### config.mk
export PLATFORM = sky130hd
export DESIGN_NAME = uart_rx_flat
export DESIGN_NICKNAME = d
export VERILOG_FILES = /design/src/rtl/uart_rx_pkg.sv /design/src/rtl/uart_rx_if.sv /design/src/rtl/uart_rx_baud_tick_gen.sv /design/src/rtl/uart_rx.sv /design/src/flat_wrapper.sv
export SDC_FILE = /design/constraint.sdc
export NUM_CORES = 1
export LEC_CHECK = 0
export ABC_CLOCK_PERIOD_IN_PS = 3300
export BUFFER_PORTS_ARGS = -buffer_cell sky130_fd_sc_hd__buf_2
export CAP_MARGIN = 25
export CELL_PAD_IN_SITES_DETAIL_PLACEMENT = 0
export CELL_PAD_IN_SITES_GLOBAL_PLACEMENT = 1
export CORE_MARGIN = 4
export CORE_UTILIZATION = 48
export CTS_CLUSTER_DIAMETER = 150
export DETAILED_ROUTE_END_ITERATION = 16
export MAX_ROUTING_LAYER = met4
export PLACE_DENSITY_LB_ADDON = 0.1
export SYNTH_ARGS = -nofsm -noshare
export SYNTH_HDL_FRONTEND = slang
export SYNTH_SLANG_ARGS = --single-unit
### constraint.sdc
create_clock -name clk -period 3.3 [get_ports clk]
set_input_delay 0 -clock clk [delete_from_list [all_inputs] [get_ports clk]]
set_output_delay 0 -clock clk [all_outputs]
set_load 0.01 [all_outputs]
### src/rtl/uart_rx_pkg.sv
// rtl/uart_rx_pkg.sv - shared state type, oversample default and tick divider helper
package uart_rx_pkg;

  typedef enum logic [1:0] {
    IDLE,
    START,
    DATA,
    STOP
  } state_t;

  localparam int OVERSAMPLE_DEFAULT = 16;

  // Clocks per oversample tick, rounded to nearest
  function automatic int calc_div(input int clk_freq, input int baud, input int oversample);
    int per_tick;
    per_tick = baud * oversample;
    return (clk_freq + per_tick / 2) / per_tick;
  endfunction

endpackage

### src/rtl/uart_rx_if.sv
// rtl/uart_rx_if.sv - serial line input and received-byte outputs of the UART receiver
interface uart_rx_if;
  logic       rx;
  logic [7:0] data;
  logic       we;
  logic       frame_err;
  logic       busy;

  modport master (input rx, output data, output we, output frame_err, output busy);
  modport slave  (output rx, input data, input we, input frame_err, input busy);
endinterface

### src/rtl/uart_rx_baud_tick_gen.sv
// rtl/uart_rx_baud_tick_gen.sv - one-cycle oversample tick every DIV clocks, restartable
module baud_tick_gen #(
  parameter int DIV = 651
) (
  input  logic clk,
  input  logic reset,
  input  logic clear,
  output logic tick
);
  localparam int CW = (DIV > 1) ? $clog2(DIV) : 1;
  localparam logic [CW-1:0] LAST = CW'(DIV - 1);

  logic [CW-1:0] cnt;

  // Phase counter; clear realigns the tick phase to a detected start edge
  always_ff @(posedge clk) begin
    if (reset || clear) begin
      cnt <= '0;
    end else if (cnt == LAST) begin
      cnt <= '0;
    end else begin
      cnt <= cnt + 1'b1;
    end
  end

  assign tick = (cnt == LAST) && !clear;
endmodule

### src/rtl/uart_rx.sv
// rtl/uart_rx.sv - 8N1 oversampling UART receiver with glitch rejection and framing check
module uart_rx
  import uart_rx_pkg::*;
#(
  parameter int CLK_FREQ   = 100_000_000,
  parameter int BAUD       = 9600,
  parameter int OVERSAMPLE = OVERSAMPLE_DEFAULT
) (
  input  logic     clk,
  input  logic     reset,
  uart_rx_if.master bus
);
  localparam int DIV = calc_div(CLK_FREQ, BAUD, OVERSAMPLE);
  localparam int OW  = $clog2(OVERSAMPLE);
  localparam logic [OW-1:0] MID  = OW'(OVERSAMPLE / 2 - 1);
  localparam logic [OW-1:0] LAST = OW'(OVERSAMPLE - 1);

  logic          rx_meta, rx_s, rx_s_d;
  state_t        state_q, state_n;
  logic [OW-1:0] os_q, os_n;
  logic [2:0]    bit_q, bit_n;
  logic [7:0]    sh_q, sh_n;
  logic [7:0]    data_q, data_n;
  logic          we_q, we_n;
  logic          ferr_q, ferr_n;
  logic          clear;
  logic          tick;

  baud_tick_gen #(.DIV(DIV)) u_tick (
    .clk   (clk),
    .reset (reset),
    .clear (clear),
    .tick  (tick)
  );

  // Two-flop synchronizer plus one delayed copy for falling-edge detection; idles high
  always_ff @(posedge clk) begin
    if (reset) begin
      rx_meta <= 1'b1;
      rx_s    <= 1'b1;
      rx_s_d  <= 1'b1;
    end else begin
      rx_meta <= bus.rx;
      rx_s    <= rx_meta;
      rx_s_d  <= rx_s;
    end
  end

  // State, counters, shift register and registered output strobes
  always_ff @(posedge clk) begin
    if (reset) begin
      state_q <= IDLE;
      os_q    <= '0;
      bit_q   <= '0;
      sh_q    <= '0;
      data_q  <= '0;
      we_q    <= 1'b0;
      ferr_q  <= 1'b0;
    end else begin
      state_q <= state_n;
      os_q    <= os_n;
      bit_q   <= bit_n;
      sh_q    <= sh_n;
      data_q  <= data_n;
      we_q    <= we_n;
      ferr_q  <= ferr_n;
    end
  end

  // Next-state: edge-aligned start, mid-bit sampling, early return to IDLE at mid-stop
  always_comb begin
    state_n = state_q;
    os_n    = os_q;
    bit_n   = bit_q;
    sh_n    = sh_q;
    data_n  = data_q;
    we_n    = 1'b0;
    ferr_n  = 1'b0;
    clear   = 1'b0;
    case (state_q)
      IDLE: begin
        // Only a real high-to-low edge starts a frame, so a held-low line stays idle
        if (rx_s_d && !rx_s) begin
          state_n = START;
          clear   = 1'b1;
          os_n    = '0;
          bit_n   = '0;
        end
      end
      START: begin
        if (tick) begin
          if (os_q == MID) begin
            os_n    = '0;
            state_n = rx_s ? IDLE : DATA;
          end else begin
            os_n = os_q + 1'b1;
          end
        end
      end
      DATA: begin
        if (tick) begin
          if (os_q == LAST) begin
            os_n  = '0;
            sh_n  = {rx_s, sh_q[7:1]};
            bit_n = bit_q + 3'd1;
            if (bit_q == 3'd7) begin
              state_n = STOP;
            end
          end else begin
            os_n = os_q + 1'b1;
          end
        end
      end
      STOP: begin
        if (tick) begin
          if (os_q == LAST) begin
            os_n    = '0;
            state_n = IDLE;
            if (rx_s) begin
              data_n = sh_q;
              we_n   = 1'b1;
            end else begin
              ferr_n = 1'b1;
            end
          end else begin
            os_n = os_q + 1'b1;
          end
        end
      end
      default: state_n = IDLE;
    endcase
  end

  assign bus.data      = data_q;
  assign bus.we        = we_q;
  assign bus.frame_err = ferr_q;
  assign bus.busy      = (state_q != IDLE);
endmodule

### src/flat_wrapper.sv
// flat-port wrapper written by rule: the top's interface ports become plain ports
module uart_rx_flat import uart_rx_pkg::*;
#(
  parameter int CLK_FREQ   = 100_000_000,
  parameter int BAUD       = 9600,
  parameter int OVERSAMPLE = OVERSAMPLE_DEFAULT
)
  (clk, reset, bus_rx, bus_data, bus_we, bus_frame_err, bus_busy);
  uart_rx_if bus_i ();
  input  logic clk;
  input  logic reset;
  input wire logic [$bits(bus_i.rx)-1:0] bus_rx;
  output wire logic [$bits(bus_i.data)-1:0] bus_data;
  output wire logic [$bits(bus_i.we)-1:0] bus_we;
  output wire logic [$bits(bus_i.frame_err)-1:0] bus_frame_err;
  output wire logic [$bits(bus_i.busy)-1:0] bus_busy;
  assign bus_i.rx = bus_rx;
  assign bus_data = bus_i.data;
  assign bus_we = bus_i.we;
  assign bus_frame_err = bus_i.frame_err;
  assign bus_busy = bus_i.busy;
  uart_rx #(.CLK_FREQ(CLK_FREQ), .BAUD(BAUD), .OVERSAMPLE(OVERSAMPLE)) u_core (.clk(clk), .reset(reset), .bus(bus_i));
endmodule
==> key figures <==
Timing
  – Fin Setup TNS: 0 ns
  – Final Cycle Share: 65.5%
  – Fmax: between 400 and 500 MHz
  – RSZ-0062 raised after global routing: no
  – Worst Clk Skew: 0.00978 ns
  – Fin. max-slew vios: 0
  – Fin worst setup slack: around 1.1 ns
  – Rel. slew slack: ~50%
  – Final Critical Period: roughly 2.2 ns
  – Worst-Margin Slew: between 0.7 and 0.8 ns
  – Final Hold Fails: 0
  – # setup viols final: 0

Critical path
  – Max Fanout on Critical Path: 9
  – Crit. path cell count: 4
  – Cells on worst reg2reg path: 4
  – Slowest cell on the critical path: or4_1
  – Buf/Inv on CP: 0
  – Family with the most delay on the worst path: simple AND/OR/NAND/NOR gates
  – Critical path class: reg -> reg
  – Slowest cell delay on critical path: slightly below 0.8 ns
  – Worst Path Required: ~3.5 ns
  – CP arrival: ~2.4 ns
  – CP Cell Sequence: or4_4 -> or4_1 -> mux2i_1 -> nor2_1
  – CP Capture Type: flip-flop
  – Startpoint Class: flip-flop

Clocking
  – Clk_lat worst skew: about 0.36 ns
  – Clock Tree Buf Depth: 2
  – Worst-path clk slew: 0.13 ns
  – Num Clock Sinks: 40
  – H-Tree Depth: 2
  – Post-CTS setup buffers: 0
  – Post-CTS Resized: 0
  – Total CTS buffers: 5
  – CTS Hold Bufs: 1
  – CTS tree: done
  – CTS root buf: clkbuf_4

Placed design
  – RePlAce Congestion: a little over 0.8
  – HPWL after DPL: roughly 2.1 mm
  – Post-DP Area: ~0.0018 mm²
  – Post-Place Setup Slack: around 1.2 ns
  – Port buffer count: 13

Finish
  – Final core utilization: between 50 and 60%
  – Filler cell count: 320
  – Diodes inserted: 0
  – Share of layout cells above drive strength 1: between 10% and 20%
  – P&R area growth vs syn: 11.4%
  – Fin area: about 0.0019 mm²
  – # nets final: about 200

Flow run
  – Max_cap viols: 0

Synth
  – Syn Nets: 180
  – Warnings, synthesis: 0
  – Yosys top cell by area: dfxtp_1
  – Yosys cell types: 33
  – Top-area cell type share of the netlist area: between 40% and 50%
  – Flops & latches, synth: 40
  – Leading cell types by total area after synthesis: dfxtp_1, mux2i_1, nor2_1
  – Post-synth ARST share: 0%
  – Post-synth top flop: dfxtp_1
  – Mapped cell area: roughly 0.0017 mm²
  – Cells after synthesis: about 170
  – Syn Area/Cell: 9.67 µm²
  – EDFF count, synth: 0
  – Sequential-to-total area share from yosys stat: between 40 and 50%

Die
  – Rows: 21
  – I/O pin total: 14
  – Chip height: around 67 µm
  – Core area: ~0.0033 mm²
  – Die area: 0.00447 mm²
  – Initial core utilization: between 40% and 50%
  – Die W: ~67 µm

Detailed routing
  – Routed Antenna Nets: 0
  – DR DRC count: 0
  – 1st-pass router iterations: 4
  – Final wirelength: between 2 and 3 mm
  – Via count: around 1200
  – Routed WL per cell: between 10 and 15 µm
  – DRT iter0 DRCs: 57
  – Via/cell ratio: around 5.2

Global routing
  – Largest net degree at the start of global routing: 30
  – Initial antenna violation count: 0
  – All-Layer GR Usage: approximately 16%
  – First-pass GRT wire length: roughly 5.0 mm
  – Remaining Overflow, GRT: 0
  – Vias in the first global route: between 1000 and 1500

Min path
  – Min-Delay Path Depth: 2
  – Worst hold path type: in -> reg

Status
  – Status: completed

Power and ir drop
  – Pwr/cell area: 459 mW/mm²
  – Max rail drop VDD: 0.281 mV
  – P_leak: a little under 0.0008 µW
[synthesized netlist by cell type (all sizes together), types with 2 or more instances]
cell type and number:
dfxtp 40, nor2 34, mux2i 19, nand2 7
nand3 7, xnor2 7, nor3 6, or2 6
ha 5, clkbuf 4, inv 4, nand4 4
nor3b 3, nor4 3, a21oi 2, and3 2
buf 2, nand3b 2, or3b 2, or4 2
xor2 2
[stage by stage]
stage | instances | total power, µW | hold slack (ns)
after floorplan | 172 | 522 | 0.104
after global placement | 226 | 528 | 0.188
after detailed placement | 226 | 529 | 0.186
after CTS | 235 | 859 | 0.0687
after global routing | 235 | 885 | 0.0954
final | 235 | 851 | 0.0760
[final timing paths]
kind | startpoint | endpoint | slack, ns
max | u_core.u_tick.cnt[6] | u_core.bus.data[1] | 1.14
min | reset | u_core.sh_q[7] | 0.08
max reg2reg | u_core.u_tick.cnt[6] | u_core.bus.data[1] | 1.14
min reg2reg | u_core.rx_meta | u_core.rx_s | 0.43
[logic make-up (layout without fill, tap and decap cells)]
| logic type | Yosys count | in the layout | synth area share (%) |
|---|---|---|---|
| AOI/OAI and AO/OA | 7 | 7 | 3.46 |
| muxes | 19 | 19 | 11.4 |
| adders and majority gates | 5 | 5 | 3.76 |
| and+or+nand+nor | 82 | 82 | 25.6 |
| xor gates and xnor gates | 9 | 9 | 4.74 |
| buffers and inverters | 10 | 27 | 2.93 |
| DFF | 40 | 40 | 48.1 |
[cell usage in the layout (no fill, tap or decap), types with 2 or more instances in the layout]
cell      instances
nor4_1            2
ha_1              5
nand2_1           7
a21oi_1           2
or2_2             6
xor2_1            2
nor3_1            6
clkbuf_4          5
nand3b_1          2
or3b_2            2
mux2i_1          19
and3_1            2
xnor2_1           7
nor2_1           34
buf_2            13
nand4_1           4
dfxtp_1          40
nand3_1           7
nor3b_1           3
inv_1             4
[area by class of cell]
cell class / instances / area [µm²] / area share, %
flip-flops and latches: 40 / 801 / 43.2
well taps: 46 / 57.6 / 3.10
clock buffers: 5 / 37.5 / 2.02
clock inverters: 3 / 46.3 / 2.50
inverters: 4 / 15.0 / 0.810
repair buffers: 15 / 82.6 / 4.45
multi-input cells: 122 / 815 / 43.9
[power breakdown]
group          switching (µW)  internal, µW  leakage (µW)  total [µW]
combinational            15.3          9.86      0.000421        25.2
clock                     170           162     0.0000418         332
sequential               5.82           488      0.000323         494
[state kept, by name (all words and copies together) (netlist names), named ones only]
signal and cells:
u_core.bit_q 3, u_core.bus.frame_err 1, u_core.state_q 1, u_core.rx_s 1
u_core.bus.data 8, u_core.sh_q 8, u_core.os_q 4, u_core.rx_s_d 1
u_core.bus.we 1, u_core.rx_meta 1, u_core.u_tick.cnt 10
[per-layer routing]
layer  routed length (µm)  vias to the layer above  track usage (%)
met3                  177                        5             5.56
li1                     -                      630                -
met1                 1390                      559             19.7
met5                    0                        -                -
met2                 1310                       28             22.4
met4                   49                        0             6.08
(Power assumes the default switching activity.)
